**config.mk**
```make
export PLATFORM = sky130hd
export DESIGN_NAME = seg_scan_reader
export DESIGN_NICKNAME = d
export VERILOG_FILES = /design/src/rtl/seg_scan_reader_pkg.sv /design/src/rtl/seg_scan_reader_hex7seg.sv /design/src/rtl/seg_scan_reader.sv
export SDC_FILE = /design/constraint.sdc
export NUM_CORES = 1
export LEC_CHECK = 0
export BUFFER_PORTS_ARGS = -buffer_cell sky130_fd_sc_hd__buf_2
export CORE_ASPECT_RATIO = 1.5
export CORE_MARGIN = 2
export CORE_UTILIZATION = 35
export CTS_BUF_LIST = sky130_fd_sc_hd__clkbuf_16
export CTS_CLUSTER_SIZE = 30
export DETAILED_ROUTE_END_ITERATION = 16
export REMOVE_ABC_BUFFERS = 1
export SLEW_MARGIN = 5
export SYNTH_ARGS = -nofsm -noshare
export SYNTH_HDL_FRONTEND = slang
export SYNTH_SLANG_ARGS = --single-unit
```
**constraint.sdc**
```tcl
create_clock -name clk -period 2.4 [get_ports clk]
set_input_delay 0.12 -clock clk [delete_from_list [all_inputs] [get_ports clk]]
set_output_delay 0.12 -clock clk [all_outputs]
set_load 0.1 [all_outputs]
```
**src/rtl/seg_scan_reader_pkg.sv**
```systemverilog
//==============================================================================
// seg_scan_reader_pkg : shared fetch-FSM state type and 7-segment font table
// Revision: 1.0
//==============================================================================
`default_nettype none

package seg_scan_reader_pkg;

    typedef enum logic [0:0] {
        ST_IDLE = 1'b0,
        ST_REQ  = 1'b1
    } fetch_state_t;

    localparam logic [7:0] SEG_BLANK = 8'hFF;

    // Active-low {dp,g,f,e,d,c,b,a}; listed from F down to 0 so HEX_SEG[n] is digit n
    localparam logic [15:0][7:0] HEX_SEG = {
        8'h8E, 8'h86, 8'hA1, 8'hC6, 8'h83, 8'h88, 8'h90, 8'h80,
        8'hF8, 8'h82, 8'h92, 8'h99, 8'hB0, 8'hA4, 8'hF9, 8'hC0
    };

endpackage

`default_nettype wire

```
**src/rtl/seg_scan_reader_hex7seg.sv**
```systemverilog
//==============================================================================
// hex7seg : combinational 4-bit nibble to active-low 7-segment pattern
// Revision: 1.0
//==============================================================================
`default_nettype none

module hex7seg
    import seg_scan_reader_pkg::*;
(
    input  logic [3:0] nibble,
    output logic [7:0] pattern
);

    assign pattern = HEX_SEG[nibble];

endmodule

`default_nettype wire

```
**src/rtl/seg_scan_reader.sv**
```systemverilog
//==============================================================================
// seg_scan_reader : fetches one data-memory word per frame, scans it as 8 hex
// digits. Optional macro SEG_BLANK_LEADING_ZERO_EN blanks leading zero digits.
// Revision: 1.0
//==============================================================================
`default_nettype none

module seg_scan_reader
    import seg_scan_reader_pkg::*;
#(
    parameter int DIV_W = 16,
    parameter int RD_AW = 8
) (
    input  logic             clk,
    input  logic             rst_n,
    input  logic [RD_AW-1:0] addr,
    output logic             rd_req,
    output logic [RD_AW-1:0] rd_addr,
    input  logic             rd_valid,
    input  logic [31:0]      rd_data,
    output logic [7:0]       anode,
    output logic [7:0]       segment
);

    logic [DIV_W-1:0] divider;
    logic [2:0]       digit;
    logic [31:0]      disp_word;
    logic             first_fetch;
    fetch_state_t     state;
    logic             div_wrap;
    logic             frame_tick;
    logic [3:0]       nibble;
    logic [7:0]       hex_pattern;
    logic             blank;

    assign div_wrap   = &divider;
    assign frame_tick = div_wrap && (digit == 3'd7);
    assign nibble     = disp_word[{digit, 2'b00} +: 4];

`ifdef SEG_BLANK_LEADING_ZERO_EN
    // Digit 0 is always shown so a zero word still reads "0"
    assign blank = (digit != 3'd0) && ((disp_word >> {digit, 2'b00}) == 32'd0);
`else
    assign blank = 1'b0;
`endif

    hex7seg u_hex7seg (
        .nibble  (nibble),
        .pattern (hex_pattern)
    );

    always_ff @(posedge clk) begin
        if (!rst_n) begin
            divider <= '0;
            digit   <= 3'd0;
            anode   <= 8'hFF;
            segment <= SEG_BLANK;
        end else begin
            divider <= divider + DIV_W'(1);
            if (div_wrap) begin
                digit <= digit + 3'd1;
            end
            anode   <= ~(8'b1 << digit);
            segment <= blank ? SEG_BLANK : hex_pattern;
        end
    end

    // Frame ticks arriving while a read is outstanding are dropped, never queued
    always_ff @(posedge clk) begin
        if (!rst_n) begin
            state       <= ST_IDLE;
            first_fetch <= 1'b1;
            rd_req      <= 1'b0;
            rd_addr     <= '0;
            disp_word   <= 32'd0;
        end else begin
            case (state)
                ST_IDLE: begin
                    if (first_fetch || frame_tick) begin
                        state       <= ST_REQ;
                        first_fetch <= 1'b0;
                        rd_req      <= 1'b1;
                        rd_addr     <= addr;
                    end
                end
                ST_REQ: begin
                    if (rd_valid) begin
                        state     <= ST_IDLE;
                        rd_req    <= 1'b0;
                        disp_word <= rd_data;
                    end
                end
                default: begin
                    state  <= ST_IDLE;
                    rd_req <= 1'b0;
                end
            endcase
        end
    end

endmodule

`default_nettype wire

```
==> results of run 1 <==
## registers in the layout, summed over array words and instances (netlist names)
register     flops
disp_word       32
divider         16
anode            8
rd_addr          8
segment          7
digit            3
first_fetch      1
rd_req           1
state            1
## report_power, final
part	switching [µW]	internal, µW	total (µW)
sequential	27.6	1340	1360
combinational	303	101	404
clock	485	681	1170
total	816	2120	2930
## critical path, stage by stage (launching register included)
cell and delay (ns):
dfxtp_2 0.40, mux4_1 0.57, mux2i_1 0.20, inv_1 0.10
ha_1 0.22, inv_1 0.07, a21oi_1 0.06, a2111oi_2 0.35
a31oi_1 0.07
## Yosys cell counts, drive strengths merged
library cell	n	area, µm²
dfxtp	77	1541
and3	1	6.260
nand2	89	334.1
nor2b	2	12.51
inv	9	33.78
o22ai	1	6.260
a22o	1	8.760
nor2	21	78.83
a41oi	1	16.27
a21oi	38	190.2
mux2i	8	92.59
xor2	9	78.83
mux2	3	33.78
o31ai	1	12.51
nand3	18	90.09
conb	1	3.750
nor3b	1	7.510
a22oi	1	7.510
a2111oi	1	8.760
o221ai	3	32.53
buf	7	50.05
a311oi	2	17.52
clkbuf	16	60.06
a31oi	2	12.51
o22a	1	8.760
and2	5	31.28
ha	12	150.1
nor3	2	15.01
nand4	5	31.28
o21ai	13	65.06
clkinv	1	3.750
o31a	1	10.01
or3	2	12.51
and4	1	8.760
xnor2	5	43.79
nand2b	1	6.260
mux4	6	153.9
## worst max-delay path by stage
stage	slack (ns)	to	from
floorplan	-0.12	segment[3]$_SDFF_PN1_	digit[0]$_SDFFE_PN0P_
global placement	0.21	segment[3]$_SDFF_PN1_	digit[0]$_SDFFE_PN0P_
detailed placement	0.07	segment[3]$_SDFF_PN1_	digit[0]$_SDFFE_PN0P_
CTS	0.07	segment[3]$_SDFF_PN1_	digit[0]$_SDFFE_PN0P_
global route	0.003	segment[3]$_SDFF_PN1_	digit[0]$_SDFFE_PN0P_
finish	0.23	segment[3]$_SDFF_PN1_	digit[0]$_SDFFE_PN0P_
## logic make-up after synthesis
logic type               count (synthesis)
adder cells (fa/ha/maj)                 12
XOR/XNOR                                14
other                                    1
multiplexers                            17
buffers and inverters                   33
flip-flops                              77
AND/OR/NAND/NOR                        148
AO/OA/AOI/OAI                           66
## routing by layer
metal  part of all wire (%)  vias up  global-route usage (%)
met5                      0        -                       0
met4                    1.7        0                   5.533
met3                    4.5        6                   4.102
met2                     49       62                   24.60
met1                     45     1225                   16.12
li1                       -     1371                       -
## placed cells by master, fill, tap and decap left out, drive strengths merged, types with 3 or more instances in the layout
cell     n
clkinv   4
and2     5
dfxtp   77
buf     77
ha      12
xnor2    5
nand3   18
inv     10
mux2     3
xor2     9
nor2    21
o221ai   3
o21ai   13
mux2i    8
nand4    5
a21oi   38
nand2   89
clkbuf   9
mux4     6
## through the flow
stage | instance area (µm²) | utilization [%] | TNS [ns] | hold slack [ns]
after CTS | 3978 | 43.23 | 0 | 0.01557
after detailed placement | 3720 | 40.43 | 0 | 0.3662
after global placement | 3720 | 40.43 | 0 | 0.3628
after global routing | 3985 | 43.32 | 0 | 0.01990
after floorplan | 3167 | - | -0.1154 | 0.1819
final | 3985 | 43.32 | 0 | 0.02544
## final cells by class
cell class	instances	area, µm²	share of cell area [%]
Sequential cell	77	1543	38.71
Timing Repair Buffer	77	412.9	10.36
Clock buffer	9	225.2	5.651
Inverter	10	37.54	0.9419
Multi-Input combinational cell	258	1594	40.00
Clock inverter	6	32.53	0.8163
Tap cell	112	140.1	3.516
## timing repair
item | 4_1_cts | 5_1_grt
setup endpoints to repair | 0 | 1
hold buffers | 0 | 0
gates resized for setup | 0 | 3
==> out/qor.txt, run 1 <==
Startpoint Class - register
sequential cell area fraction in the yosys report - 47.04%
Clk Latency, worst-skew pair - 0.33 ns
CTS clk-pin slew, worst paths - 0.06 ns
Hold WC Path Type - in2reg
Crit Path Category - reg2reg
fmax - 0.4605 GHz
TritonCTS clock tree - built
Initial Util - 35.62%
max-slew violations - 0
largest net degree at the start of global routing - 33
I/O pins - 68
Placed Instances - 534
Worst Hold Path Cells - 3
NumNets Final - 488
main combinational cell family by area after synthesis - simple AND/OR/NAND/NOR gates
Overflow after GRT - 0
vias in the first global route - 2560
max-cap viol count - 0
die extent in y - 122.5 µm
Syn. warnings - 0
DP HPWL - 4944 µm
Gate Count Post-Synth - 368
Antenna Cells - 0
DRT Pass-1 Iters - 4
final hold vios - 0
routability cong. - 0.8009
Netlist cell types - 44
CTS sink cnt - 77
DRT iter0 DRCs - 126
pre-CTS WS - 0.06628 ns
slew margin rel. - 57.00%
Syn Std Cell Area - 3277 µm²
routed wire length per instance - 12.33 µm
post-synthesis xor/xnor area fraction - 3.742%
DRC viols - 0
post-synthesis simple-gate area fraction - 19.36%
Avg Cell Area, Syn - 8.905 µm²
postcts setup bufs - 0
overall routing resource usage - 14.04%
CP endpoint kind - register
Power, Total - 2933 µW
clock buffer count from CTS - 9
power density over the cells - 736.1 nW/µm²
skew final - 0.007642 ns
RSZ-0062 raised after global routing - false
reg2reg end - segment[3]$_SDFF_PN1_
Port Buf Inserts - 66
static leakage - 0.001630 µW
data required time of the worst path - 2.59 ns
Core Region - 9200 µm²
Cell Count, Final, Fillers Out - 549
reg2reg start - digit[0]$_SDFFE_PN0P_
Vias/cell - 4.852
Adder-Cell Fraction of Synth Area - 4.582%
fin worst setup slack - 0.2285 ns
# setup viols final - 0
min Tclk post-route - 2.171 ns
Register-to-Register Setup Slack - 0.23 ns
die width - 83.01 µm
via count - 2664
fillers - 921
routed wire length - 6770 µm
Total Die Area - 10170 µm²
first-pass GRT wire length - 11590 µm
Hold Path Sink - disp_word[0]$_SDFFE_PN0P_
row cnt - 43
crit path max fanout - 6
Final ANT Viol Nets - 0
worst-margin pin slew - 0.6449 ns
WP data arrival - 2.36 ns
mux contribution to synthesized area - 8.553%
R2R cell count - 8
Max rail drop VDD - 0.0007067 V
Clock Tree Buf Depth - 2
initial antenna violation count - 0
share of layout cells above drive strength 1 - 23.34%
status - finished clean
Compound-Gate Fraction of Synth Area - 12.10%
H-Tree Depth - 3
min-delay src - rd_data[0]
crit share post-route - 90.48%
synthesis-to-layout area growth - 21.61%
Root Driver - clkbuf_16
synthesized flop and latch total - 77
(Power assumes the default switching activity.)
==> inputs of run 2 (changes only) <==
CORE_UTILIZATION = 40   (was 35)
PLACE_DENSITY = 0.65   (was not set)
==> out/qor.txt, run 2 (synthesis results as in run 1) <==
NumNets Final - 488
DRC viols - 0
die width - 77.90 µm
routed wire length per instance - 12.20 µm
DP HPWL - 4635 µm
Antenna Cells - 0
max-cap viol count - 0
clock buffer count from CTS - 9
worst-margin pin slew - 0.7047 ns
Initial Util - 40.92%
slew margin rel. - 53.02%
Startpoint Class - register
TritonCTS clock tree - built
max reg flops - 32
Power, Total - 3166 µW
Cell Area, Placed - 3711 µm²
largest net degree at the start of global routing - 52
Register-to-Register Setup Slack - 0.20 ns
data required time of the worst path - 2.59 ns
row cnt - 40
H-Tree Depth - 3
CTS clk-pin slew, worst paths - 0.06 ns
I/O pins - 68
most frequent cells in the layout - nand2_1, dfxtp_1, buf_2
cell family contributing the most delay on the critical path - multiplexers
Final ANT Viol Nets - 0
synthesis-to-layout area growth - 22.99%
crit-path most repeated cell - inv_1
fmax - 0.4541 GHz
Total Die Area - 8947 µm²
Clock Tree Buf Depth - 2
Clk Latency, worst-skew pair - 0.33 ns
initial antenna violation count - 0
RSZ-0062 raised after global routing - false
crit share post-route - 91.75%
routed wire length - 6625 µm
CP max stage delay - 0.57 ns
Crit Path Category - reg2reg
Max rail drop VDD - 0.0003897 V
cell area after layout - 4030 µm²
most flop-heavy register - disp_word
WP data arrival - 2.39 ns
status - finished clean
skew final - 0.01252 ns
power density over the cells - 785.7 nW/µm²
CP max stage cell - mux4_1
first-pass GRT wire length - 10940 µm
via count - 2651
CP cell instances - mux4_1 > mux2i_1 > inv_1 > ha_1 > inv_1 > a21oi_1 > a2111oi_1 > a31oi_1
Vias/cell - 4.882
min Tclk post-route - 2.202 ns
Cell Count, Final, Fillers Out - 543
fillers - 796
Regs by FF count - disp_word x32, divider x16
share of layout cells above drive strength 1 - 23.52%
Port Buf Inserts - 66
# setup viols final - 0
die extent in y - 114.9 µm
DRT iter0 DRCs - 143
crit path max fanout - 7
Hold WC Path Type - in2reg
Root Driver - clkbuf_16
most common cell after layout, fill and taps aside - nand2_1
static leakage - 0.001653 µW
DRT Pass-1 Iters - 5
Overflow after GRT - 0
final hold vios - 0
Placed Instances - 527
Core Region - 8008 µm²
overall routing resource usage - 15.34%
CTS sink cnt - 77
max-slew violations - 0
vias in the first global route - 2506
CP endpoint kind - register
routability cong. - 0.8533
worst path bufs/invs - 2
## run 2: worst min-delay path: cells and delay by family
family | cells | cell delay (ns)
AO/OA/AOI/OAI | 1 | 0.05
AND/OR/NAND/NOR | 1 | 0.04
buffers and inverters | 1 | 0.09
## run 2: power by group
| part | internal, µW | switching [µW] |
|---|---|---|
| Sequential | 1330 | 26.7 |
| Clock | 903 | 498 |
| Combinational | 100 | 304 |
| Total | 2340 | 829 |
## run 2: stage by stage
stage | TNS [ns] | setup WS [ns] | hold slack, ns | util [%]
final | 0 | 0.1980 | 0.01979 | 50.33
after global placement | 0 | 0.1947 | 0.3610 | 46.34
after detailed placement | 0 | 0.1044 | 0.3662 | 46.34
after global routing | 0 | 0.05222 | 0.02301 | 50.33
after CTS | 0 | 0.06775 | 0.01413 | 50.30
after floorplan | -0.1154 | -0.1154 | 0.1819 | -
## run 2: final cells by class
class	instances	area [µm²]	area share (%)
multi-input cells	258	1589	39.43
repair buffers	77	412.9	10.25
well taps	105	131.4	3.260
flip-flops and latches	77	1543	38.28
clock inverters	7	91.34	2.266
inverters	10	37.54	0.9314
clock buffers	9	225.2	5.588
## run 2: per-layer routing
layer / wire [µm] / global-route usage [%] / up-vias
met4: 84 / 7.251 / 0
met3: 324 / 3.925 / 4
met1: 2872 / 17.33 / 1195
met2: 3343 / 26.95 / 76
li1: - / - / 1376
met5: 0 / 0 / -
## run 2: worst paths after layout
path	from	endpoint	depth (start not counted)
hold reg to reg	rd_req$_SDFFE_PN0P_	rd_req$_SDFFE_PN0P_	2
hold / removal	rd_data[16]	disp_word[16]$_SDFFE_PN0P_	3
setup reg to reg	digit[0]$_SDFFE_PN0P_	segment[3]$_SDFF_PN1_	8
setup / recovery	digit[0]$_SDFFE_PN0P_	segment[3]$_SDFF_PN1_	8
## run 2: repair_timing
item                                    CTS  global route
endpoints found under the setup margin    0             1
hold buffers                              0             0
resized for setup                         0             2
endpoints found under the hold margin     0             0
setup buffers                             0             0
==> inputs of run 3 (changes only) <==
ABC_AREA = 1   (was not set)
PLACE_DENSITY = 0.64   (was 0.65)
==> out/qor.txt, run 3 <==
CP cell instances - inv_8 > o21ai_0 > nand3_1 > nand2_1 > inv_1 > ha_1 > nand3_1 > nand3_1 > nand2_1 > nand2_1
setup TNS - 0 ns
WP data arrival - 2.24 ns
Root Driver - clkbuf_16
Crit path depth - 10
postcts setup bufs - 0
cell with the most instances after synthesis - nand2_1
worst path bufs/invs - 2
CTS clk-pin slew, worst paths - 0.05 ns
Crit Path Category - reg2reg
routed wire length per instance - 11.27 µm
top-area cell type share of the netlist area - 44.52%
R2R cell count - 10
Port Buf Inserts - 66
Hold WC Path Type - in2reg
Clock Tree Buf Depth - 2
worst-margin pin slew - 0.5480 ns
via count - 3027
leading post-synthesis cells by cell area - dfxtp_1, nand2_1, nand3_1, a21oi_1, inv_1
I/O pins - 68
most common cell after layout, fill and taps aside - nand2_1
Synth area leader - dfxtp_1
Max rail drop VDD - 0.0004111 V
crit path max fanout - 18
ys async rst share - 0%
sequential cell area fraction in the yosys report - 44.52%
Most used DFF post-synth - dfxtp_1
cell family contributing the most delay on the critical path - flip-flops
Startpoint Class - register
slew margin rel. - 63.41%
Regs by FF count - disp_word x32, divider x16
Vias/cell - 4.767
Core Region - 8413 µm²
RSZ-0062 raised after global routing - false
Initial Util - 41.15%
top cells by count, synth - nand2_1, dfxtp_1, inv_1
DRT Pass-1 Iters - 4
max reg flops - 32
Avg Cell Area, Syn - 7.366 µm²
overall routing resource usage - 16.16%
fillers - 902
Placed Instances - 625
most flop-heavy register - disp_word
max-slew violations - 0
initial antenna violation count - 0
first-pass GRT wire length - 12090 µm
Reg area - 1541 µm²
Min Hold Slack - 0.04967 ns
fmax - 0.4934 GHz
vias in the first global route - 2846
Cell Count, Final, Fillers Out - 635
crit share post-route - 84.45%
row cnt - 41
CP max stage delay - 0.66 ns
Netlist cell types - 31
Antenna Cells - 0
Power, Total - 2990 µW
clock buffer count from CTS - 9
final hold vios - 0
post_cts resized - 0
Worst Hold Path Cells - 3
area taken by multi-input logic gates - 1526 µm²
Final ANT Viol Nets - 0
DRT iter0 DRCs - 90
CTS sink cnt - 77
data required time of the worst path - 2.61 ns
share of layout cells above drive strength 1 - 18.94%
CP endpoint kind - register
static leakage - 0.001816 µW
# setup viols final - 0
synthesis-to-layout area growth - 16.70%
most frequent cells in the layout - nand2_1, dfxtp_1, buf_2
min Tclk post-route - 2.027 ns
power density over the cells - 740.2 nW/µm²
die width - 79.96 µm
largest net degree at the start of global routing - 49
Clk Latency, worst-skew pair - 0.33 ns
Gate Count Post-Synth - 470
H-Tree Depth - 3
routability cong. - 0.8612
die extent in y - 117.9 µm
DRC viols - 0
Syn. warnings - 0
Total Die Area - 9430 µm²
CTS Hold Bufs - 0
status - finished clean
EDFF count, synth - 0
Syn Std Cell Area - 3462 µm²
max-cap viol count - 0
Overflow after GRT - 0
CP max stage cell - dfxtp_1
TritonCTS clock tree - built
DP HPWL - 5269 µm
routed wire length - 7157 µm
synthesized flop and latch total - 77
skew final - 0.004411 ns
NumNets Final - 584
==> run 3: cell types whose count changed after synthesis, moves of 5 or more <==
cell / change
inv_1: +49
o21ai_0: +32
nand3_1: +30
nor2_1: +24
nor3_1: +9
nand2_1: -8
xor2_1: -8
a21oi_1: +7
mux2i_1: -7
nand2_2: +6
and2_1: -5
mux4_1: -5
==> run 3: final timing paths <==
kind / from / to / slack (ns)
max: digit[0]$_SDFFE_PN0P_ / segment[3]$_SDFF_PN1_ / 0.37
min: rd_data[5] / disp_word[5]$_SDFFE_PN0P_ / 0.05
max reg2reg: digit[0]$_SDFFE_PN0P_ / segment[3]$_SDFF_PN1_ / 0.37
min reg2reg: divider[0]$_SDFF_PN0_ / divider[0]$_SDFF_PN0_ / 0.45
==> run 3: cells by family after synthesis <==
kind of cell             count (synthesis)  synth area share (%)
AO/OA/AOI/OAI                           91                 13.37
XOR/XNOR                                 2                0.5061
adder cells (fa/ha/maj)                 12                 4.337
buffers and inverters                   86                 11.38
flip-flops                              77                 44.52
other                                    1                0.1083
AND/OR/NAND/NOR                        201                 25.77
==> run 3: stage by stage <==
step | worst slack, ns | util, % | instance area [µm²]
after floorplan | 0.5172 | - | 3316
after global placement | 0.5087 | 45.29 | 3810
after detailed placement | 0.4015 | 45.29 | 3810
after CTS | 0.3799 | 48.02 | 4040
after global routing | 0.1112 | 48.02 | 4040
final | 0.3732 | 48.02 | 4040
==> run 3: area by class of cell <==
| cell class | instances | share of cell area (%) |
|---|---|---|
| Clock inverter | 1 | 0.1239 |
| Inverter | 64 | 6.132 |
| Timing Repair Buffer | 70 | 8.919 |
| Clock buffer | 9 | 5.574 |
| Sequential cell | 77 | 38.15 |
| Tap cell | 107 | 3.314 |
| Multi-Input combinational cell | 307 | 37.78 |
==> run 3: layer usage <==
metal  up-vias  GRT usage (%)  share of wire [%]
li1       1615              -                  -
met1      1338          18.67                 44
met2        63          27.19                 50
met3        11          3.451                3.9
met4         0          8.686                2.2
met5         -              0                  0
==> run 3: worst register-to-register path: stages (launching register included) <==
cell     delay, ns
dfxtp_1       0.66
inv_8         0.12
o21ai_0       0.19
nand3_1       0.09
nand2_1       0.20
inv_1         0.10
ha_1          0.22
nand3_1       0.12
nand3_1       0.09
nand2_1       0.08
nand2_1       0.04
==> run 3: where the power goes <==
part	switching [µW]	internal [µW]
registers	25.1	1350
clock network	443	660
logic	389	118
